$ cat src/rtl/block_text_pkg.sv
// block_text_pkg -- token codes, ASCII constants and FSM states for the text emitter.
// Rev 1.0
`default_nettype none

package block_text_pkg;

  localparam logic [1:0] TOK_SPACE     = 2'b00;
  localparam logic [1:0] TOK_BEGIN     = 2'b01;
  localparam logic [1:0] TOK_END       = 2'b10;
  localparam logic [1:0] TOK_CLOSE_ALL = 2'b11;

  localparam logic [7:0] CH_SPACE    = 8'h20;
  localparam logic [7:0] CH_CASE_BIT = 8'h20;

  localparam int unsigned LEN_BEGIN = 6;
  localparam int unsigned LEN_END   = 4;
  localparam int unsigned LEN_SPACE = 1;

  typedef enum logic [1:0] {
    ST_IDLE  = 2'd0,
    ST_EMIT  = 2'd1,
    ST_CLOSE = 2'd2
  } state_t;

endpackage

`default_nettype wire

$ cat src/rtl/block_word_rom.sv
// block_word_rom -- maps (token, char index, case mask) to one ASCII character.
// Rev 1.0
`default_nettype none

module block_word_rom
  import block_text_pkg::*;
(
  input  logic [1:0] i_tok,
  input  logic [2:0] i_idx,
  input  logic [4:0] i_upcase,
  output logic [7:0] o_char,
  output logic       o_last
);

  logic [7:0] w_base;
  logic [7:0] w_up_ext;
  logic       w_upper;

  always_comb begin
    w_base = CH_SPACE;
    o_last = 1'b0;
    case (i_tok)
      TOK_SPACE: begin
        o_last = (i_idx == 3'(LEN_SPACE - 1));
      end
      TOK_BEGIN: begin
        case (i_idx)
          3'd0:    w_base = 8'h62; // b
          3'd1:    w_base = 8'h65; // e
          3'd2:    w_base = 8'h67; // g
          3'd3:    w_base = 8'h69; // i
          3'd4:    w_base = 8'h6E; // n
          default: w_base = CH_SPACE;
        endcase
        o_last = (i_idx == 3'(LEN_BEGIN - 1));
      end
      default: begin
        // CLOSE_ALL repeats the END word, so both share this entry.
        case (i_idx)
          3'd0:    w_base = 8'h65; // e
          3'd1:    w_base = 8'h6E; // n
          3'd2:    w_base = 8'h64; // d
          default: w_base = CH_SPACE;
        endcase
        o_last = (i_idx == 3'(LEN_END - 1));
      end
    endcase
  end

  assign w_up_ext = {3'b000, i_upcase};
  assign w_upper  = (w_base != CH_SPACE) && w_up_ext[i_idx];
  assign o_char   = w_upper ? (w_base - CH_CASE_BIT) : w_base;

endmodule

`default_nettype wire

$ cat src/rtl/block_text_emitter.sv
// block_text_emitter -- serializes begin/end/space tokens into a one-char-per-clock
// ASCII stream while tracking nesting depth and balance. Rev 1.0
`default_nettype none

module block_text_emitter
  import block_text_pkg::*;
#(
  parameter int DEPTH_W = 4
) (
  input  logic               clk,
  input  logic               reset,
  input  logic               tok_valid,
  input  logic [1:0]         tok,
  input  logic [4:0]         upcase,
  output logic               tok_ready,
  output logic [7:0]         out,
  output logic               out_valid,
  output logic [DEPTH_W-1:0] depth,
  output logic               balanced,
  output logic               err
);

  localparam logic [DEPTH_W-1:0] DEPTH_MAX = '1;
  localparam logic [DEPTH_W-1:0] DEPTH_ONE = DEPTH_W'(1);

  state_t             r_state, w_state;
  logic [1:0]         r_tok, w_tok;
  logic [4:0]         r_upcase, w_upcase;
  logic [2:0]         r_idx, w_idx;
  logic               r_last, w_last;
  logic [7:0]         r_out, w_out;
  logic               r_out_valid, w_out_valid;
  logic [DEPTH_W-1:0] r_depth, w_depth;
  logic               r_err, w_err;

  logic               w_accept;
  logic [1:0]         w_rom_tok;
  logic [2:0]         w_rom_idx;
  logic [4:0]         w_rom_up;
  logic [7:0]         w_rom_char;
  logic               w_rom_last;

  assign tok_ready = (r_state == ST_IDLE) || ((r_state == ST_EMIT) && r_last);
  assign w_accept  = tok_valid && tok_ready;

  // On accept the first character comes straight from the incoming token.
  assign w_rom_tok = w_accept ? tok    : r_tok;
  assign w_rom_idx = w_accept ? 3'd0   : r_idx;
  assign w_rom_up  = w_accept ? upcase : r_upcase;

  block_word_rom u_rom (
    .i_tok    (w_rom_tok),
    .i_idx    (w_rom_idx),
    .i_upcase (w_rom_up),
    .o_char   (w_rom_char),
    .o_last   (w_rom_last)
  );

  always_comb begin
    w_state     = r_state;
    w_tok       = r_tok;
    w_upcase    = r_upcase;
    w_idx       = r_idx;
    w_last      = 1'b0;
    w_out       = CH_SPACE;
    w_out_valid = 1'b0;
    w_depth     = r_depth;
    w_err       = r_err;

    if (w_accept) begin
      w_tok    = tok;
      w_upcase = upcase;
      if (tok == TOK_CLOSE_ALL) begin
        w_state = ST_CLOSE;
        w_idx   = 3'd0;
        if (r_depth != '0) begin
          w_out       = w_rom_char;
          w_out_valid = 1'b1;
          w_idx       = 3'd1;
        end
      end else begin
        w_state     = ST_EMIT;
        w_out       = w_rom_char;
        w_out_valid = 1'b1;
        w_last      = w_rom_last;
        w_idx       = 3'd1;
        if (tok == TOK_BEGIN) begin
          if (r_depth == DEPTH_MAX) w_err = 1'b1;
          else                      w_depth = r_depth + 1'b1;
        end else if (tok == TOK_END) begin
          if (r_depth == '0) w_err = 1'b1;
          else               w_depth = r_depth - 1'b1;
        end
      end
    end else begin
      case (r_state)
        ST_EMIT: begin
          if (r_last) begin
            w_state = ST_IDLE;
          end else begin
            w_out       = w_rom_char;
            w_out_valid = 1'b1;
            w_last      = w_rom_last;
            w_idx       = r_idx + 3'd1;
          end
        end
        ST_CLOSE: begin
          if (r_depth == '0) begin
            w_state = ST_IDLE;
          end else begin
            w_out       = w_rom_char;
            w_out_valid = 1'b1;
            w_idx       = w_rom_last ? 3'd0 : (r_idx + 3'd1);
            if (w_rom_last) begin
              w_depth = r_depth - 1'b1;
              // Final space behaves like the last char of a plain word so the
              // next token can follow without a gap.
              if (r_depth == DEPTH_ONE) begin
                w_state = ST_EMIT;
                w_last  = 1'b1;
              end
            end
          end
        end
        default: w_state = ST_IDLE;
      endcase
    end
  end

  always_ff @(posedge clk or negedge reset) begin
    if (!reset) begin
      r_state     <= ST_IDLE;
      r_tok       <= TOK_SPACE;
      r_upcase    <= 5'd0;
      r_idx       <= 3'd0;
      r_last      <= 1'b0;
      r_out       <= CH_SPACE;
      r_out_valid <= 1'b0;
      r_depth     <= '0;
      r_err       <= 1'b0;
    end else begin
      r_state     <= w_state;
      r_tok       <= w_tok;
      r_upcase    <= w_upcase;
      r_idx       <= w_idx;
      r_last      <= w_last;
      r_out       <= w_out;
      r_out_valid <= w_out_valid;
      r_depth     <= w_depth;
      r_err       <= w_err;
    end
  end

  assign out       = r_out;
  assign out_valid = r_out_valid;
  assign depth     = r_depth;
  assign err       = r_err;
  assign balanced  = (r_depth == '0) && !r_err;

endmodule

`default_nettype wire
$ cat config.mk
export PLATFORM = sky130hd
export DESIGN_NAME = block_text_emitter
export DESIGN_NICKNAME = d
export VERILOG_FILES = /design/src/rtl/block_text_pkg.sv /design/src/rtl/block_word_rom.sv /design/src/rtl/block_text_emitter.sv
export SDC_FILE = /design/constraint.sdc
export NUM_CORES = 1
export LEC_CHECK = 0
export BUFFER_PORTS_ARGS = -buffer_cell sky130_fd_sc_hd__buf_4
export CAP_MARGIN = 10
export CELL_PAD_IN_SITES_DETAIL_PLACEMENT = 1
export CELL_PAD_IN_SITES_GLOBAL_PLACEMENT = 2
export CORE_MARGIN = 10
export CORE_UTILIZATION = 36
export CTS_CLUSTER_SIZE = 16
export DETAILED_ROUTE_END_ITERATION = 10
export GPL_TIMING_DRIVEN = 0
export PLACE_DENSITY = 0.8
export SLEW_MARGIN = 5
export SYNTH_ARGS = -nofsm -noshare
export SYNTH_HDL_FRONTEND = slang
export SYNTH_SLANG_ARGS = --single-unit
export TNS_END_PERCENT = 10
$ cat constraint.sdc
create_clock -name clk -period 4.5 [get_ports clk]
set_clock_uncertainty 0.2 [all_clocks]
set_input_delay 0.45 -clock clk [delete_from_list [all_inputs] [get_ports clk]]
set_output_delay 0.45 -clock clk [all_outputs]
set_load 0.05 [all_outputs]
==> impl_summary.txt, run 1 <==
----------------------------------------------------
[Yosys]
  Fraction of synthesized area in multiplexers ... 2.67%
  Number of enable-type register cells in the synthesized netlist ... 0
  Mean area per synthesized cell ... 8.69 µm²
  Dominant combinational cell family by area after synthesis ... simple AND/OR/NAND/NOR gates
  Most area-consuming cells after synthesis ... dfrtp_1 36%, ha_1 7.4%, nand2_1 6.0%, a21oi_1 3.9%, nor2_1 3.8%
  Flops & latches, synth ... 25
  Post-synthesis cell count ... 194
  Synthesized cell area ... 0.00169 mm²
  Library cell occupying the most area in the post-synthesis netlist ... dfrtp_1
  Number of library cell types mapped by synthesis ... 51
  Fraction of post-synthesis cell area in the top cell type by area ... 35.6%
  Synth warnings ... 0
  Synth Area in XOR/XNOR ... 1.56%
  Fraction of the yosys area taken by sequential cells ... 37.2%
  Prevailing post-synth register cell ... dfrtp_1
  Async set-or-reset flop fraction in the synthesized netlist ... 100%
  Fraction of the mapped netlist area in compound gates ... 20.6%
  Arithmetic-cell share of the synthesized area counting full adders, half adders and majority gates ... 7.42%
  Synthesized-area fraction occupied by and/or/nand/nor cells ... 23.5%

[Outcome]
  Status ... complete, no violations

[Timing]
  Relative slew slack ... 66.5%
  Final hold violation count ... 0
  Least setup slack across all paths after layout ... 2.10 ns
  Number of max-slew violations in the final report ... 0
  RSZ-0062 raised after global routing ... no
  Setup violation total in the final timing report ... 0
  Part of the cycle the worst path needs ... 53.4%
  Max Clock Freq ... 416 MHz
  Min Hold Slack ... 0.154 ns
  Tmin final ... 2.40 ns
  Tightest Pin Transition ... 0.497 ns
  Total negative setup slack ... 0 ns

[Placement]
  Pre-CTS setup slack ... 2.24 ns
  Area after DPL ... 0.00193 mm²
  Post-DP HPWL ... 3830 µm
  Quantity of I/O buffers inserted on ports ... 23
  Placed Instances ... 270
  GP Congestion ... 0.924

[Clock tree]
  CTS H-tree depth ... 1
  Clock-pin slew of the registers on the worst-case setup and hold paths ... 0.10 ns
  Clock tree from TritonCTS ... built
  Buffer count from post-CTS setup fixing ... 0
  Max clock buf depth ... 2
  Inserted Clock Buffers ... 3
  Clock sink count ... 25
  Root Buffer Master ... clkbuf_8
  Later-pin clock latency in the skew report ... 0.28 ns

[Power]
  Clock network fraction of design power ... 10.2%
  Switching share of power ... 51.0%
  Max rail drop VDD ... 0.247 mV
  Net switching power of the design ... 724 µW
  PnR Total Power ... 1.42 mW
  Logic pwr share ... 61.9%
  Leak Pwr ... 0.900 nW
  Internal power ... 695 µW
  Sequential fraction of design power ... 27.9%
  Pwr/cell area ... 715 mW/mm²

[Floorplan]
  Num ports ... 26
  Height of the die ... 88.4 µm
  Overall die width ... 88.4 µm
  Core outline area ... 0.00444 mm²
  Die area ... 0.00782 mm²
  # rows ... 24
  Starting utilization of the core area ... 37.9%

[GRT]
  Grt ovf ... 0
  Antenna violations before repair ... 0
  Met3 track demand over resource ... 2.21%
  Gr busiest metal ... met2
  Global routing met1 resource utilization ... 16.6%
  Largest net degree at the start of global routing ... 26
  Combined global-route utilization of all metal layers ... 13.2%
  Via count of the first global-routing pass ... 1662
  Wire length of the first global-routing pass ... 8300 µm
  Met2 GRT Util ... 23.0%

[Routing]
  Average wire length per cell after detail routing ... 17.7 µm
  Remaining antenna violation count ... 0
  Detailed-routing iteration count for the pre-antenna-repair pass ... 4
  Total length of routed wires ... 4870 µm
  Total DRC errors in the routed layout ... 0
  Per-cell via count in the routed design ... 5.57
  Routed via count ... 1533
  1st-iter DRT viols ... 65

[Cells and area]
  Fraction of final layout cells sized beyond drive strength 1 ... 23.8%
  Post-route cell area ... 0.00199 mm²
  Nets@finish ... 244
  Layout-stage area growth over the synthesis result ... 17.8%
  Antenna diode count ... 0
  Finished Core Util ... 44.7%
  Cell Count, Final, Fillers Out ... 275

[Critical path]
  Critical-path maximum fanout ... 6
  Longest individual stage delay on the worst path ... 0.44 ns
  Req. time, crit path ... 3.85 ns
  Buffers plus inverters on the worst setup path ... 2
  Cells along the critical path ... inv_1, ha_1, or3b_4, nor2_1, buf_4
  Largest delay share family, worst path ... simple AND/OR/NAND/NOR gates
  Kind of capture point of the worst setup path ... primary output
  Setup Crit Path Kind ... flip-flop to primary output
  Critical Path Source Type ... flip-flop
  Cell at the slowest stage of the critical path ... dfrtp_1
  Data arrival at the endpoint of the critical path ... 1.75 ns

[Flow run]
  Max-cap violations ... 0

[Hold path]
  Worst min-delay path category ... input port to flip-flop

----------------------------------------------------
-- Yosys cell counts, types with 4 or more instances --
cell type and n:
nor2_1 17, nor3_1 4, buf_2 5, nand2_1 27
nand2b_1 6, nand3_1 8, a211oi_1 4, dfrtp_1 24
a21oi_1 13, o21ai_0 10, ha_1 10, inv_1 10
-- worst register-to-register path: cells and delay by family, from the launching register on --
family,cells,cell delay (ns)
DFF,1,0.41
adders and majority gates,1,0.23
buffers and inverters,1,0.09
and+or+nand+nor,3,0.84
AOI/OAI and AO/OA,2,0.40
-- state kept, by name (all words and copies together), names as in the netlist --
name and flops:
r_last 1, r_tok 2, r_state 2, out_valid 1
r_upcase 5, r_idx 3, depth 4, out 6
err 1
-- metal layers --
| layer | vias up | wire length (µm) | share of wire [%] |
|---|---|---|---|
| li1 | 736 | - | - |
| met1 | 765 | 2150 | 44 |
| met2 | 27 | 2480 | 51 |
| met3 | 5 | 188 | 3.9 |
| met4 | 0 | 49 | 1.0 |
| met5 | - | 0 | 0 |
-- final timing paths --
kind | startpoint | to | slack (ns) | cells past startpoint
hold reg to reg | r_upcase[3] | r_upcase[3] | 0.29 | 2
hold / removal | upcase[4] | r_upcase[4] | 0.15 | 3
max in group asynchronous | reset | out[5] | 3.38 | 2
min in group asynchronous | reset | depth[0] | 0.41 | 2
setup / recovery | depth[1] | balanced | 2.10 | 5
setup reg to reg | r_state[1] | out[3] | 2.23 | 7
-- layout make-up --
class	instances	area, µm²
inverter	12	45.0
clock inverter	1	7.51
buffer	11	70.1
sequential	25	627
clock buffer	3	41.3
multi-input combinational	147	947
timing repair buffer	24	183
tap	52	65.1
fill	528	2460
-- power by group through the flow --
stage / Clock, mW / Combinational, mW / Sequential (mW)
2_1_floorplan: 0 / 0.485 / 0.543
3_3_place_gp: 0 / 0.859 / 0.395
3_5_place_dp: 0 / 0.885 / 0.400
4_1_cts: 0.151 / 0.889 / 0.396
5_1_grt: 0.158 / 0.966 / 0.411
6_report: 0.145 / 0.878 / 0.396
-- logic make-up after synthesis --
group / Yosys count
AND/OR/NAND/NOR: 79
AO/OA/AOI/OAI: 50
flip-flops: 25
buffers and inverters: 23
adder cells (fa/ha/maj): 10
XOR/XNOR: 3
multiplexers: 3
other: 1
-- cells in the final DEF, fill, tap and decap left out, types with 2 or more instances in the layout --
master     n
a211oi_1   4
a21oi_1   13
a21oi_2    2
a31oi_1    3
a32o_1     3
and2_1     2
buf_2      5
buf_4     25
buf_6      2
clkbuf_1   2
clkbuf_8   3
conb_1     2
dfrtp_1   24
ha_1      10
inv_1     10
inv_2      2
mux2_2     2
nand2_1   27
nand2b_1   6
nand3_1    8
nand4_1    3
nor2_1    17
nor3_1     4
o21ai_0   10
o21ai_1    2
o22ai_1    2
xnor2_1    3
-- what timing repair did --
| item | CTS | global route |
|---|---|---|
| resized for setup | 0 | 0 |
| hold endpoints to repair | 24 | 0 |
| hold buffers | 1 | 0 |
No activity file was read; power rests on OpenSTA's default activity.
==> run 2: changes to the inputs <==
Settings changed: CORE_UTILIZATION 36 to 34, PLACE_DENSITY 0.8 to 0.76.
Clock period 4.5 ns to 2.34 ns, I/O delays scaled along.
==> impl_summary.txt, run 2 (synthesized netlist as in run 1, its figures left out) <==
----------------------------------------------------
[Critical path]
  Critical Path Source Type ... flip-flop
  Cell at the slowest stage of the critical path ... dfrtp_1
  Data arrival at the endpoint of the critical path ... 2.23 ns (+0.48 ns)
  Setup Crit Path Kind ... flip-flop to flip-flop
  Critical-path maximum fanout ... 8 (+2)
  Kind of capture point of the worst setup path ... flip-flop
  Req. time, crit path ... 2.34 ns (-1.51 ns)
  Longest individual stage delay on the worst path ... 0.41 ns (-0.03 ns)
  Cells along the critical path ... inv_1, ha_1, clkbuf_1, nor2_1, a211o_1, or3_1, a41oi_2

[Flow run]
  Max-cap violations ... 0 (unchanged)

[GRT]
  Antenna violations before repair ... 0 (unchanged)
  Largest net degree at the start of global routing ... 26 (unchanged)
  Wire length of the first global-routing pass ... 8450 µm (+1.7%)
  Combined global-route utilization of all metal layers ... 12.3% (-0.87 points)
  Grt ovf ... 0 (unchanged)
  Via count of the first global-routing pass ... 1699 (+2.2%)

[Timing]
  Number of max-slew violations in the final report ... 0 (unchanged)
  Total negative setup slack ... 0 ns (unchanged)
  Max Clock Freq ... 447 MHz
  Setup violation total in the final timing report ... 0 (unchanged)
  Part of the cycle the worst path needs ... 95.6%
  RSZ-0062 raised after global routing ... yes
  Final hold violation count ... 0 (unchanged)
  Least setup slack across all paths after layout ... 0.104 ns (-1.99 ns)
  Tmin final ... 2.24 ns

[Cells and area]
  Finished Core Util ... 43.4% (-1.2 points)
  Flip-flop count of the largest register after layout ... 6 (unchanged)
  Layout-stage area growth over the synthesis result ... 22.6%
  Most common cell after layout, fill and taps aside ... nand2_1
  Fill count ... 594 (+13%)
  Area taken by multi-input logic gates ... 968 µm² (+2.2%)
  Fraction of final layout cells sized beyond drive strength 1 ... 24.7% (+0.90 points)
  Flip-flop and latch area ... 627 µm² (unchanged)
  Nets@finish ... 248 (+1.6%)
  Antenna diode count ... 0 (unchanged)
  Top library cells by usage in the layout, fill and taps aside ... 27 x nand2_1, 25 x buf_4, 24 x dfrtp_1, 16 x nor2_1, 12 x a21oi_1

[Routing]
  Per-cell via count in the routed design ... 5.23 (-6.2%)
  Remaining antenna violation count ... 0 (unchanged)
  Routed length on met1 ... 2320 µm (+7.9%)
  Detailed-routing iteration count for the pre-antenna-repair pass ... 4 (unchanged)
  Routed via count ... 1538 (+0.33%)
  Met3 wire length ... 126 µm (-33%)
  Total length of routed wires ... 5070 µm (+4.1%)
  1st-iter DRT viols ... 77 (+18%)
  Average wire length per cell after detail routing ... 17.3 µm (-2.6%)
  Sum of met2 wire segment lengths after detailed routing ... 2550 µm (+2.6%)
  Top Metal Used ... met4
  Total DRC errors in the routed layout ... 0 (unchanged)

[Floorplan]
  Starting utilization of the core area ... 35.4% (-2.5 points)
  # rows ... 25 (+4.2%)
  Height of the die ... 90.4 µm (+2.2%)
  Die area ... 0.00817 mm² (+4.5%)
  Core outline area ... 0.00475 mm² (+7.0%)
  Overall die width ... 90.4 µm (+2.2%)
  Num ports ... 26 (unchanged)

[Power]
  Leak Pwr ... 0.922 nW (+2.5%)
  Max rail drop VDD ... 0.467 mV (+89%)
  Pwr/cell area ... 1340 mW/mm² (+88%)

[Clock tree]
  Later-pin clock latency in the skew report ... 0.27 ns (about the same)
  CTS H-tree depth ... 1 (unchanged)
  Root Buffer Master ... clkbuf_8
  Max clock buf depth ... 2 (unchanged)
  Buffer count from post-CTS setup fixing ... 0 (unchanged)
  Clock sink count ... 25 (unchanged)
  Clock-pin slew of the registers on the worst-case setup and hold paths ... 0.10 ns (about the same)
  Inserted Clock Buffers ... 3 (unchanged)
  Clock tree from TritonCTS ... built

[Placement]
  Post-DP HPWL ... 3910 µm (+2.2%)
  GP Congestion ... 0.795 (-14%)
  Quantity of I/O buffers inserted on ports ... 23 (unchanged)
  Pre-CTS setup slack ... 0.0428 ns (-2.20 ns)

[Hold path]
  Worst min-delay path category ... input port to flip-flop

[Outcome]
  Status ... complete, no violations

----------------------------------------------------
run 2: changes by cell type in the layout (fill, tap and decap cells not counted), sizes merged:
cell         previous run  this run
dlygate4sd3             1         5
clkbuf                  5         6
clkinv                  0         1
buf                    32        31
clkinvlp                1         0
run 2: path summary, 6_finish.rpt:
path                        startpoint           to  slack [ns]  cells past startpoint
min                          upcase[0]       out[5]        0.08                      4
max reg2reg                 r_state[0]     r_idx[0]        0.10                      7
min in group asynchronous        reset     depth[1]        0.20                      2
max                         r_state[0]     r_idx[0]        0.10                      7
min reg2reg                r_upcase[2]  r_upcase[2]        0.29                      2
max in group asynchronous        reset       out[5]        1.44                      2
run 2: power breakdown:
part	leakage [nW]	switching, mW	internal, mW
Clock	0.0255	0.154	0.120
Sequential	0.312	0.156	0.609
Combinational	0.585	1.11	0.626
Total	0.922	1.42	1.35
run 2: metrics by stage:
stage                     total power, mW  hold slack, ns  cells  instance area [µm²]
final                                2.77          0.0766    294                 2070
after global placement               2.43         -0.0390    285                 1950
after detailed placement             2.48         -0.0304    285                 1950
after global routing                 2.98          0.0922    294                 2070
after floorplan                      1.98          -0.262    195                 1690
after CTS                            2.77          0.0799    294                 2040
run 2: layer usage:
metal  track usage (%)  vias to the layer above
met5                 0                        -
met4              4.38                        0
met3              2.08                        8
met2              21.6                       15
met1              14.8                      774
li1                  -                      741
run 2: layout make-up:
cell class | instances | area share, %
Sequential cell | 25 | 30.3
Clock buffer | 3 | 2.00
Clock inverter | 1 | 0.242
Timing Repair Buffer | 28 | 10.8
Tap cell | 67 | 4.06
Buffer | 11 | 3.51
Multi-Input combinational cell | 147 | 46.9
Inverter | 12 | 2.18
run 2: repair_timing:
action                                 CTS  global route
hold buffers                             5             0
resized for setup                        0             6
endpoints found under the hold margin   29             0
setup endpoints to repair                0            14
run 2: critical path: cells and delay by family, from the launching register on:
kind / cells / cell delay [ns]
simple gates: 2 / 0.48
fa+ha+maj: 1 / 0.16
compound gates: 2 / 0.54
flops: 1 / 0.41
buf+inv: 2 / 0.37
